### config.mk
export PLATFORM = sky130hd
export DESIGN_NAME = mac_accumulator
export DESIGN_NICKNAME = d
export VERILOG_FILES = /design/src/rtl/mac_accumulator.sv
export SDC_FILE = /design/constraint.sdc
export NUM_CORES = 1
export LEC_CHECK = 0
export CAP_MARGIN = 20
export CORE_MARGIN = 4
export CORE_UTILIZATION = 56
export CTS_BUF_LIST = sky130_fd_sc_hd__clkbuf_4
export DETAILED_ROUTE_END_ITERATION = 10
export PLACE_DENSITY = 0.95
export SLEW_MARGIN = 20
export SYNTH_ARGS = -nofsm -noshare
export SYNTH_HDL_FRONTEND = slang
export SYNTH_SLANG_ARGS = --single-unit
### constraint.sdc
create_clock -name clk -period 6.5 [get_ports clk]
set_clock_uncertainty 0.1 [all_clocks]
set_input_delay 1.3 -clock clk [delete_from_list [all_inputs] [get_ports clk]]
set_output_delay 1.3 -clock clk [all_outputs]
set_load 0.01 [all_outputs]
### src/rtl/mac_accumulator.sv
// mac_accumulator
//   Accumulate stage behind the 16x16 multiplier. Sums a burst of unsigned
//   products into an ACC_W-bit accumulator and presents the result with a
//   valid/ready handshake.
//
// Parameters:
//   PROD_W  product width (multiplier output)
//   ACC_W   accumulator width, ACC_W >= PROD_W
//   COUNT   maximum products per burst, COUNT >= 1
//
// Ports:
//   clk        rising-edge clock
//   rst_n      asynchronous active-low reset
//   in_valid   in_prod valid
//   in_ready   product accepted this cycle (state-only, low while holding)
//   in_prod    unsigned product
//   in_last    final product of a burst (qualified by in_valid)
//   out_valid  result valid
//   out_ready  downstream accepts result
//   out_acc    accumulated sum
//   out_count  number of products summed
//   out_ovf    sticky carry-out-of-ACC_W flag for the burst
//
// Configuration:
//   MAC_SAT_EN  defined: accumulator clamps to all-ones on carry out.
//               undefined: accumulator wraps modulo 2^ACC_W.
//   out_ovf is sticky in both builds.

module mac_accumulator #(
    parameter int PROD_W = 32,
    parameter int ACC_W  = 40,
    parameter int COUNT  = 8,
    localparam int CW    = $clog2(COUNT + 1)
) (
    input  logic              clk,
    input  logic              rst_n,
    input  logic              in_valid,
    output logic              in_ready,
    input  logic [PROD_W-1:0] in_prod,
    input  logic              in_last,
    output logic              out_valid,
    input  logic              out_ready,
    output logic [ACC_W-1:0]  out_acc,
    output logic [CW-1:0]     out_count,
    output logic              out_ovf
);

    typedef enum logic [1:0] {
        IDLE  = 2'd0,
        ACCUM = 2'd1,
        HOLD  = 2'd2
    } state_t;

    state_t           state, state_nx;
    logic [ACC_W-1:0] acc, acc_nx;
    logic [CW-1:0]    count, count_nx;
    logic             ovf, ovf_nx;

    logic [ACC_W:0]   sum;
    logic [CW-1:0]    count_inc;
    logic             accept;
    logic             burst_end;

    assign in_ready  = (state != HOLD);
    assign out_valid = (state == HOLD);
    assign out_acc   = acc;
    assign out_count = count;
    assign out_ovf   = ovf;

    assign accept    = in_valid && in_ready;
    assign sum       = {1'b0, acc} + {{(ACC_W + 1 - PROD_W){1'b0}}, in_prod};
    assign count_inc = count + CW'(1);
    // Burst ends on an explicit last or when the beat fills the burst.
    assign burst_end = in_last || (count_inc == CW'(COUNT));

    always_ff @(posedge clk or negedge rst_n) begin
        if (!rst_n) begin
            state <= IDLE;
        end else begin
            state <= state_nx;
        end
    end

    always_ff @(posedge clk or negedge rst_n) begin
        if (!rst_n) begin
            acc   <= '0;
            count <= '0;
            ovf   <= 1'b0;
        end else begin
            acc   <= acc_nx;
            count <= count_nx;
            ovf   <= ovf_nx;
        end
    end

    always_comb begin
        state_nx = state;
        acc_nx   = acc;
        count_nx = count;
        ovf_nx   = ovf;
        case (state)
            IDLE, ACCUM: begin
                if (accept) begin
`ifdef MAC_SAT_EN
                    // Once clamped, any further nonzero product carries
                    // again, so the accumulator stays at all-ones.
                    acc_nx = sum[ACC_W] ? '1 : sum[ACC_W-1:0];
`else
                    acc_nx = sum[ACC_W-1:0];
`endif
                    count_nx = count_inc;
                    ovf_nx   = ovf | sum[ACC_W];
                    state_nx = burst_end ? HOLD : ACCUM;
                end
            end
            HOLD: begin
                if (out_ready) begin
                    state_nx = IDLE;
                    acc_nx   = '0;
                    count_nx = '0;
                    ovf_nx   = 1'b0;
                end
            end
            default: begin
                state_nx = IDLE;
            end
        endcase
    end

endmodule

### After elaboration in Yosys (flattened, before gate mapping)

Cells that the tools add are included.

| word-level totals | value |
|---|---|
| bits in registers | 47 |
| word-level logic and storage cells | 33 |
| output and inout bits | 47 |
| input bits | 37 |

| cells by class | value |
|---|---|
| reduce and logical (&&, ||, !) cells | 7 |
| bitwise gates (word level) | 1 |
| add/subtract/negate cells | 2 |
| equal/unequal tests | 6 |
| muxes and demuxes | 13 |

Operators with widths:

| kind | number |
|---|---|
| 40-bit two-way mux | 2 |
| 40-bit one-hot mux with 2 select lines | 1 |
| 40-bit by 32-bit adder with 41-bit output | 1 |
| 4-bit two-way mux | 2 |
| 4-bit one-hot mux with 2 select lines | 1 |
| 2-bit two-way mux | 3 |
| 4-bit by 1-bit adder with 4-bit output (second input constant) | 1 |
| 4-bit equality test (second input constant) | 1 |
| 2-bit != test (second input constant) | 2 |
| 2-bit one-hot mux with 2 select lines | 1 |
| 3-bit AND reduction | 1 |
| 2-bit by 1-bit equality test with 1-bit output (second input constant) | 1 |
| 2-bit equality test (second input constant) | 1 |
| 2-bit logical NOT | 1 |
| 1-bit two-way mux | 2 |
| 2-bit by 1-bit != test with 1-bit output (second input constant) | 1 |
| 1-bit one-hot mux with 2 select lines | 1 |
| 2-bit AND reduction | 1 |
| 2-bit nonzero test | 1 |
| 2-bit OR reduction | 1 |
| 1-bit logical AND | 1 |
| 1-bit logical OR | 1 |
| 1-bit bitwise OR | 1 |

### Longest topological paths before layout

Gate-level depths: netlist of run 1.

| logic depth | value |
|---|---|
| depth in word-level cells | 6 |
| depth in mapped cells | 10 |
| mapped depth without buffers | 10 |

### Worst setup path before layout of run 1

Ideal clock, no wire load.

| timing | value |
|---|---|
| path kind | input port to flip-flop |
| from | input port in_prod[7] |
| to | register acc[31] (netlist: out_acc[31]) |
| setup time | 122 ps |
| arrival | 3,250 ps |
| data required time | 6,278 ps |
| slack | 3,029 ps |
| cell stages on the path | 9 |
| cell sequence | ha_1 -> a21o_1 -> a221oi_2 -> o21bai_1 -> o21a_1 -> o211ai_2 -> a31oi_1 -> or3_1 -> a32o_1 |

| on the way | value |
|---|---|
| word-level cells in the longest chain between the ends | 3 |

RTL lines:

| what | line | source |
|---|---|---|
| from (decl) | 39 | `input logic [PROD_W-1:0] in_prod,` |
| 40-bit by 32-bit adder with 41-bit output | 71 | `assign sum = {1'b0, acc} + {{(ACC_W + 1 - PROD_W){1'b0}}, in_prod};` |
| 40-bit two-way mux | 103 | `if (accept) begin` |
| 40-bit one-hot mux with 2 select lines | 101 | `case (state)` |
| to (signal assigned) | 90 | `acc <= acc_nx;` |
| to (decl) | 55 | `logic [ACC_W-1:0] acc, acc_nx;` |

Every way passes these cells. The select of a mux whose other input is x is not followed.
A chain may end at the register's enable or synchronous reset.

### Worst setup path in the final report of run 1

| timing | value |
|---|---|
| from | input port in_prod[0] |
| to | register acc[34] (netlist: out_acc[34]) |

The elaborated chain is that of the path after synthesis.

==> results of run 1 <==
[power breakdown]
group | leakage (nW) | switching [mW] | internal (mW)
registers | 0.598 | 0.114 | 0.404
clock network | 0.0417 | 0.0973 | 0.0836
logic | 1.38 | 0.695 | 0.609
[cells in the mapped netlist, types with 2 or more instances]
master / n
nor3_1: 5
or3_1: 3
o21bai_1: 5
or2_2: 2
a31o_2: 2
nand2_1: 68
o21ai_0: 46
a21oi_1: 35
clkbuf_1: 13
inv_1: 12
nand3_1: 16
nor2b_1: 3
nand4_1: 7
xnor2_1: 14
o2111ai_1: 2
o31ai_1: 5
o22ai_1: 2
nand2b_1: 4
xor2_1: 13
and3_1: 6
o211ai_1: 6
a31oi_1: 9
o41ai_1: 2
ha_1: 33
a22o_1: 2
and2_1: 2
mux2i_1: 7
a21o_1: 9
dfrtp_1: 47
nor2_1: 21
o21a_1: 7
[logic make-up (layout without fill, tap and decap cells)]
group	count (synthesis)	after routing	synth area share
AOI/OAI and AO/OA	143	143	0.253
and+or+nand+nor	139	139	0.176
DFF	47	47	0.333
adders and majority gates	34	34	0.122
xor gates and xnor gates	27	27	0.0669
buffers and inverters	27	105	0.0294
muxes	7	7	0.0198
[worst max-delay path, delay by kind of cell]
family / cells / cell delay (ps)
AO/OA/AOI/OAI: 6 / 1260
adder cells (fa/ha/maj): 2 / 660
buffers and inverters: 1 / 410
multiplexers: 1 / 220
AND/OR/NAND/NOR: 1 / 110
[flip-flops by register name, summed over array words and instances (netlist names)]
signal	cells
out_acc	40
out_count	4
state	2
out_ovf	1
[path summary, 6_finish.rpt]
check / endpoint
setup / recovery: out_acc[34]$_DFFE_PN0P_
hold / removal: state[0]$_DFFE_PN0P_
setup reg to reg: out_acc[34]$_DFFE_PN0P_
hold reg to reg: state[0]$_DFFE_PN0P_
max in group asynchronous: out_acc[4]$_DFFE_PN0P_
min in group asynchronous: out_acc[11]$_DFFE_PN0P_
[routing by layer]
| layer | up-vias | GRT usage | part of all wire |
|---|---|---|---|
| li1 | 1697 | - | - |
| met1 | 1668 | 0.331 | 0.42 |
| met2 | 143 | 0.473 | 0.50 |
| met3 | 23 | 0.0407 | 0.063 |
| met4 | 0 | 0.113 | 0.024 |
| met5 | - | 0 | 0 |
[area by class of cell]
cell class	count	area (µm²)
repair buffers	86	851
flip-flops and latches	47	1180
multi-input cells	350	2260
clock buffers	6	45.0
clock inverters	1	30.0
inverters	12	45.0
fillers	456	1530
well taps	75	93.8
==> results by group, run 1 <==
Outcome
  – Status: finished, final reports clean

Worst setup path
  – Slowest CP cell: clkdlybuf4s50_1
  – Critical path peak fanout: 5
  – Cell Chain, Critical Path: clkdlybuf4s50_1, ha_1, fa_1, a21o_1, nand4_1, a21oi_1, o2111ai_1, a211oi_2, o21a_2, o2111ai_1, mux2i_1
  – Critical Path Sink Type: register
  – Cell mode on critical path: o2111ai_1
  – Register-to-Register Setup Slack: 3660 ps
  – Required @ worst endpoint: 6700 ps
  – FF-to-FF Start: out_acc[0]$_DFFE_PN0P_
  – Arrival time at the worst endpoint: 3970 ps
  – Worst Setup SP: in_prod[0]
  – Crit Path Category: in -> reg
  – Startpoint types: input port
  – R2R depth: 10
  – Slowest Stage Delay on Critical Path: 410 ps

Synthesis
  – Yosys Warn Count: 0
  – Main synth FF type: dfrtp_1
  – Avg Inst Size Synth: 8.34 µm²
  – Register area share after synthesis: 0.333
  – Syn nets: 495
  – Synth cell types: 47
  – Mapped cell area: 3540 µm²
  – Synthesized instance count: 424
  – Async set or reset register ratio after synthesis: 1.00
  – FF+latch count, synth: 47
  – Area leader, netlist: dfrtp_1
  – Synth top area cells: dfrtp_1 (33%), ha_1 (12%), nand2_1 (7.2%)
  – Synth top area share: 0.333
  – EDFF count, synth: 0

Pwr
  – PD cells: 445 nW/µm²
  – Static Leak: 2.02 nW
  – VDD IR max: 0.255 mV
  – Power Total: 2.00 mW

Drt
  – Total number of vias: 3531
  – First-pass DRT Iterations: 5
  – Drt wl/cell: 17.1 µm
  – Routed Antenna Nets: 0
  – Via density: 6.12
  – DRC: 0
  – 1st-iter DRT viols: 202
  – WL final: 9890 µm

Min path
  – WHS Path Cells: 1
  – Hold crit path type: reg -> reg
  – Hold Startpoint: state[1]$_DFFE_PN0P_

Timing
  – Setup ws final: 2730 ps
  – Fmax: 0.265 GHz
  – Fin. max-slew vios: 0
  – Slew margin rel.: 0.599
  – RSZ-0062 raised after global routing: no
  – Hold slack: 391 ps
  – Post-route clock period utilization: 0.580
  – Final min period: 3770 ps
  – Actual slew at the worst max-slew pin: 594 ps
  – Final number of setup-violating endpoints: 0
  – Hold Vio Cnt, Final: 0
  – Setup TNS: 0 ps

Floorplanning
  – Vert. Die Dim: 87.5 µm
  – I/O pin total: 84
  – Row count: 28
  – Chip Width: 87.5 µm
  – Effective utilization at floorplan: 0.587
  – Core area: 6030 µm²
  – Die area: 7650 µm²

Clock tree
  – TritonCTS clock tree: built
  – H-tree levels: 2
  – Clk sink count: 47
  – Max clock buf depth: 2
  – # hold bufs at CTS: 0
  – Clock transition at path regs: 140 ps
  – Skew-Pair Late Insertion Delay: 370 ps
  – Total CTS buffers: 5
  – Clock Root Buffer: clkbuf_4
  – Post-CTS Setup Bufs: 0
  – Post-CTS resize count: 0

Global routing
  – First-pass GRT wire length: 16500 µm
  – Vias in the first global route: 3598
  – Initial antenna violation count: 0
  – GRT overflow: 0
  – Largest net degree at the start of global routing: 48
  – GRT Total Usage: 0.271

Finish
  – Diode count: 0
  – Design Area, Final: 4500 µm²
  – Synthesis-to-finish area growth: 27.2%
  – Nets: 573
  – Final Core Density: 0.746
  – Commonest non-fill, non-tap cell in the layout: clkdlybuf4s50_1
  – Share of cells above drive strength 1: 0.0398
  – Commonest non-fill, non-tap cells in the layout: clkdlybuf4s50_1 (82), nand2_1 (68), dfrtp_1 (47)
  – Fin cells: 577

Place
  – Number of port buffers: 83
  – Placed Area: 4420 µm²
  – DP Cell Count: 570
  – DP Wirelength: 7600 µm
  – Post-placement setup slack: 2380 ps
  – Gpl congestion: 0.928

Flow run
  – Number of max-cap violations: 0
Note: power is estimated with default switching activity, not from simulation.
==> run 2: changes to the inputs <==
--- a/config.mk
+++ b/config.mk
@@ -7,10 +7,10 @@
 export LEC_CHECK = 0
 export CAP_MARGIN = 20
 export CORE_MARGIN = 4
-export CORE_UTILIZATION = 56
+export CORE_UTILIZATION = 52
 export CTS_BUF_LIST = sky130_fd_sc_hd__clkbuf_4
 export DETAILED_ROUTE_END_ITERATION = 10
-export PLACE_DENSITY = 0.95
+export PLACE_DENSITY = 0.94
 export SLEW_MARGIN = 20
 export SYNTH_ARGS = -nofsm -noshare
 export SYNTH_HDL_FRONTEND = slang
==> constraint.sdc (replaced) <==
create_clock -name clk -period 3.8 [get_ports clk]
set_clock_uncertainty 0.1 [all_clocks]
set_input_delay 0.76 -clock clk [delete_from_list [all_inputs] [get_ports clk]]
set_output_delay 0.76 -clock clk [all_outputs]
set_load 0.01 [all_outputs]
==> run 2 against run 1 <==
Effect of this change: sequential share of layout area about the same; first-iteration DRC count up 7.9%; combinational power is 72% higher; die area up 7.0%; register-to-register slack got worse by 2700 ps; final cell count up 1.0%; wire length is 1.6% lower; global-route usage down 3.2 points; non-clock buffer count grew 3; core utilization fell by 4.9 points.
==> results by group, run 2 (synthesis results as in run 1) <==
Outcome
  – Status: finished, final reports clean

Worst setup path
  – Critical Path Sink Type: register
  – Worst Setup SP: in_prod[1]
  – Crit Path Category: in -> reg
  – Startpoint types: input port
  – Delay-heaviest family, CP: compound AO/OA/AOI/OAI gates
  – Cell Chain, Critical Path: clkdlybuf4s50_1, ha_1, a211o_1, a21oi_1, nor3_1, o21a_1, o211ai_2, a31oi_1, or3_1, a32o_1
  – FF-to-FF Start: out_acc[21]$_DFFE_PN0P_
  – WP buf/inv: 1
  – Slowest Stage Delay on Critical Path: 470 ps
  – Critical path peak fanout: 3
  – Arrival time at the worst endpoint: 3390 ps
  – Slowest CP cell: clkdlybuf4s50_1
  – Required @ worst endpoint: 3990 ps

Floorplanning
  – I/O pin total: 84
  – Row count: 29
  – Core area: 6460 µm²
  – Chip Width: 90.5 µm
  – Vert. Die Dim: 90.5 µm
  – Effective utilization at floorplan: 0.548
  – Die area: 8190 µm²

Clock tree
  – Clock Root Buffer: clkbuf_4
  – Max clock buf depth: 2
  – Skew-Pair Late Insertion Delay: 380 ps
  – H-tree levels: 2
  – Post-CTS resize count: 0
  – Clock transition at path regs: 150 ps
  – Clk sink count: 47
  – Total CTS buffers: 5
  – Post-CTS Setup Bufs: 0
  – TritonCTS clock tree: built
  – # hold bufs at CTS: 0

Timing
  – Final min period: 3200 ps
  – Hold Vio Cnt, Final: 0
  – Fin. max-slew vios: 0
  – Fmax: 0.312 GHz
  – Final number of setup-violating endpoints: 0
  – Setup TNS: 0 ps
  – Actual slew at the worst max-slew pin: 733 ps
  – Post-route clock period utilization: 0.843
  – RSZ-0062 raised after global routing: no
  – Slew margin rel.: 0.511
  – Hold slack: 269 ps
  – Setup ws final: 596 ps

Drt
  – First-pass DRT Iterations: 6
  – WL final: 9730 µm
  – Total number of vias: 3537
  – Routed Antenna Nets: 0
  – 1st-iter DRT viols: 218
  – Drt wl/cell: 16.7 µm
  – DRC: 0
  – Via density: 6.07

Finish
  – Share of cells above drive strength 1: 0.0455
  – Max reg flops: 40
  – Commonest non-fill, non-tap cell in the layout: clkdlybuf4s50_1
  – Fin cells: 583
  – Fillers: 513
  – Commonest non-fill, non-tap cells in the layout: clkdlybuf4s50_1 (82), nand2_1 (68), dfrtp_1 (47)
  – Synthesis-to-finish area growth: 27.4%
  – Diode count: 0
  – Nets: 576

Global routing
  – Largest net degree at the start of global routing: 48
  – GRT overflow: 0
  – First-pass GRT wire length: 16400 µm
  – Initial antenna violation count: 0
  – GRT Total Usage: 0.239
  – Vias in the first global route: 3602

Flow run
  – Number of max-cap violations: 0

Place
  – Post-placement setup slack: 227 ps
  – Gpl congestion: 0.898
  – DP Cell Count: 575
  – Number of port buffers: 83
  – DP Wirelength: 7420 µm

Pwr
  – Power Total: 3.38 mW
  – Net Sw Power: 1.55 mW
  – PD cells: 751 nW/µm²
  – Clock power frac: 0.075
  – Combinational share of power: 0.663
  – Sequential Power Share: 0.262
  – Switching share of power: 0.459
  – Cell Int Power: 1.83 mW
  – VDD IR max: 0.386 mV
  – Static Leak: 2.03 nW

Min path
  – Hold crit path type: in -> async
==> run 2: cell count changes in the layout (fill, tap and decap cells not counted) <==
| cell | before | now |
|---|---|---|
| bufinv_16 | 1 | 0 |
| buf_4 | 4 | 7 |
| clkinv_4 | 0 | 1 |
| clkinv_1 | 0 | 1 |
==> run 2: routing by layer <==
layer | up-vias | GRT usage | share of wire
met4 | 0 | 0.0842 | 0.023
li1 | 1699 | - | -
met2 | 143 | 0.416 | 0.49
met5 | - | 0 | 0
met1 | 1668 | 0.296 | 0.42
met3 | 27 | 0.0450 | 0.068
==> run 2: final timing paths <==
path	to	slack [ps]	depth (start not counted)
min in group clk	state[0]$_DFFE_PN0P_	400	1
hold / removal	out_acc[18]$_DFFE_PN0P_	270	1
hold reg to reg	state[0]$_DFFE_PN0P_	400	1
setup / recovery	out_acc[31]$_DFFE_PN0P_	600	10
setup reg to reg	out_acc[34]$_DFFE_PN0P_	990	9
max in group asynchronous	out_acc[28]$_DFFE_PN0P_	2910	1
==> run 2: final cells by class <==
cell class / count / area [µm²] / area share
repair buffers: 89 / 873 / 0.194
flip-flops and latches: 47 / 1180 / 0.261
clock inverters: 2 / 12.5 / 0.00278
multi-input cells: 350 / 2260 / 0.501
clock buffers: 6 / 45.0 / 0.0100
inverters: 12 / 45.0 / 0.0100
well taps: 77 / 96.3 / 0.0214
==> run 2: per-stage QoR <==
stage               area (µm²)   util
CTS                       4500  0.697
global route              4510  0.698
global placement          4450  0.688
finish                    4510  0.698
detailed placement        4450  0.688
floorplan                 3540      -
==> run 2: power groups by stage <==
stage               combinational (mW)  sequential [mW]  clock [mW]
floorplan                         1.35            0.941           0
global placement                  2.13            0.881           0
detailed placement                2.21            0.892           0
CTS                               2.23            0.883       0.259
global route                      2.46            0.915       0.277
finish                            2.24            0.885       0.255
==> run 3: changes to the inputs <==
==> constraint.sdc (replaced) <==
create_clock -name clk -period 3.35 [get_ports clk]
set_clock_uncertainty 0.1 [all_clocks]
set_input_delay 0.67 -clock clk [delete_from_list [all_inputs] [get_ports clk]]
set_output_delay 0.67 -clock clk [all_outputs]
set_load 0.01 [all_outputs]
==> run 3 against run 2 <==
Effect of this change: clock power increased by 42%; die area is the same; worst setup slack got worse by 400 ps; non-clock buffer count increased by 19; largest cell class unchanged; largest power group unchanged.
==> results by group, run 3 (synthesis results as in run 1) <==
Global routing
  – GRT Total Usage: 0.244
  – Vias in the first global route: 3631
  – First-pass GRT wire length: 16800 µm
  – Largest net degree at the start of global routing: 48
  – Initial antenna violation count: 0
  – GRT overflow: 0

Pwr
  – PD cells: 862 nW/µm²
  – Net Sw Power: 1.78 mW
  – Switching share of power: 0.443
  – Sequential Power Share: 0.249
  – Clock power frac: 0.090
  – Static Leak: 2.13 nW
  – Combinational share of power: 0.661
  – Cell Int Power: 2.24 mW
  – VDD IR max: 0.450 mV

Finish
  – Commonest non-fill, non-tap cell in the layout: clkdlybuf4s50_1
  – Final Core Density: 0.723
  – Fillers: 509
  – Max reg flops: 40
  – Commonest non-fill, non-tap cells in the layout: clkdlybuf4s50_1 (82), nand2_1 (68), dfrtp_1 (47)
  – Diode count: 0
  – Synthesis-to-finish area growth: 32.0%
  – Share of cells above drive strength 1: 0.0800
  – Nets: 595

Worst setup path
  – Required @ worst endpoint: 3540 ps
  – Slowest Stage Delay on Critical Path: 460 ps
  – Reg-to-Reg End: out_acc[38]$_DFFE_PN0P_
  – R2R depth: 10
  – Critical path peak fanout: 5
  – Startpoint types: input port
  – Arrival time at the worst endpoint: 3350 ps
  – Slowest CP cell: fa_1
  – Register-to-Register Setup Slack: 460 ps
  – Crit Path Category: in -> reg
  – FF-to-FF Start: out_acc[0]$_DFFE_PN0P_
  – Cell Chain, Critical Path: clkdlybuf4s50_1, buf_4, fa_1, a21o_1, nand4_1, a21oi_1, o2111ai_1, a211oi_2, o21a_2, o211ai_1, mux2i_1
  – Critical Path Sink Type: register

Drt
  – First-pass DRT Iterations: 5
  – 1st-iter DRT viols: 224
  – Via density: 6.00
  – DRC: 0
  – WL final: 9810 µm
  – Routed Antenna Nets: 0
  – Drt wl/cell: 16.3 µm
  – Total number of vias: 3610

Clock tree
  – H-tree levels: 2
  – Clock transition at path regs: 160 ps
  – Total CTS buffers: 5
  – Max clock buf depth: 2
  – Clock Root Buffer: clkbuf_4
  – Skew-Pair Late Insertion Delay: 380 ps
  – Clk sink count: 47
  – Post-CTS Setup Bufs: 0
  – Post-CTS resize count: 0
  – TritonCTS clock tree: built
  – # hold bufs at CTS: 0

Floorplanning
  – I/O pin total: 84
  – Core area: 6460 µm²
  – Row count: 29
  – Vert. Die Dim: 90.5 µm
  – Effective utilization at floorplan: 0.548
  – Die area: 8190 µm²
  – Chip Width: 90.5 µm

Outcome
  – Status: finished, final reports clean

Timing
  – Fmax: 0.317 GHz
  – Actual slew at the worst max-slew pin: 764 ps
  – Setup ws final: 193 ps
  – RSZ-0062 raised after global routing: no
  – Hold slack: 164 ps
  – Final min period: 3160 ps
  – Post-route clock period utilization: 0.942
  – Hold Vio Cnt, Final: 0
  – Slew margin rel.: 0.490
  – Fin. max-slew vios: 0
  – Final number of setup-violating endpoints: 0

Place
  – Post-placement setup slack: -153 ps
  – DP Wirelength: 7650 µm
  – Number of port buffers: 83
  – Gpl congestion: 0.932

Flow run
  – Number of max-cap violations: 0

Min path
  – Hold crit path type: in -> async
## run 3: changes by cell type in the layout (fill, tap and decap cells not counted)
cell / previous run / this run
buf_4: 7 / 26
bufinv_16: 0 / 1
clkbuf_4: 6 / 5
inv_6: 0 / 1
clkinv_4: 1 / 0
## run 3: area by class of cell
class	instances	area, µm²	area share
clock buffers	5	37.5	0.00804
clock inverters	3	42.5	0.00911
inverters	12	45.0	0.00964
multi-input cells	350	2260	0.483
flip-flops and latches	47	1180	0.252
well taps	77	96.3	0.0206
repair buffers	108	1020	0.218
## run 3: critical path, delay by kind of cell
kind / cells / cell delay [ps]
compound gates: 6 / 1270
mux: 1 / 230
simple gates: 1 / 110
buf+inv: 2 / 610
fa+ha+maj: 1 / 460
## run 3: per-stage QoR
stage	instance area (µm²)	power, mW	setup TNS (ps)	cells
after floorplan	3540	2.60	0	424
after CTS	4670	4.02	0	602
after global placement	4590	3.55	-245	594
final	4670	4.02	0	602
after global routing	4670	4.37	0	602
after detailed placement	4590	3.64	-879	594
## run 3: routing by layer
metal  global-route usage  share of wire
met3               0.0325          0.056
met4               0.0816          0.015
met1                0.314           0.44
met2                0.419           0.49
met5                    0              0
## run 3: power by group through the flow
| stage | registers, mW | clock network [mW] | logic, mW |
|---|---|---|---|
| floorplan | 1.07 | 0 | 1.54 |
| CTS | 1.00 | 0.371 | 2.64 |
| finish | 1.00 | 0.362 | 2.66 |
| detailed placement | 1.01 | 0 | 2.62 |
| global placement | 0.995 | 0 | 2.56 |
| global route | 1.04 | 0.389 | 2.94 |
## run 3: how the worst max path moves through the flow
stage               cells past startpoint                 endpoint       start  slack (ps)
floorplan                               9  out_acc[31]$_DFFE_PN0P_  in_prod[7]         510
global placement                       11  out_acc[34]$_DFFE_PN0P_  in_prod[0]         -80
detailed placement                     11  out_acc[38]$_DFFE_PN0P_  in_prod[0]        -150
CTS                                    11  out_acc[38]$_DFFE_PN0P_  in_prod[0]         230
global route                           11  out_acc[34]$_DFFE_PN0P_  in_prod[1]          30
finish                                 11  out_acc[38]$_DFFE_PN0P_  in_prod[1]         190
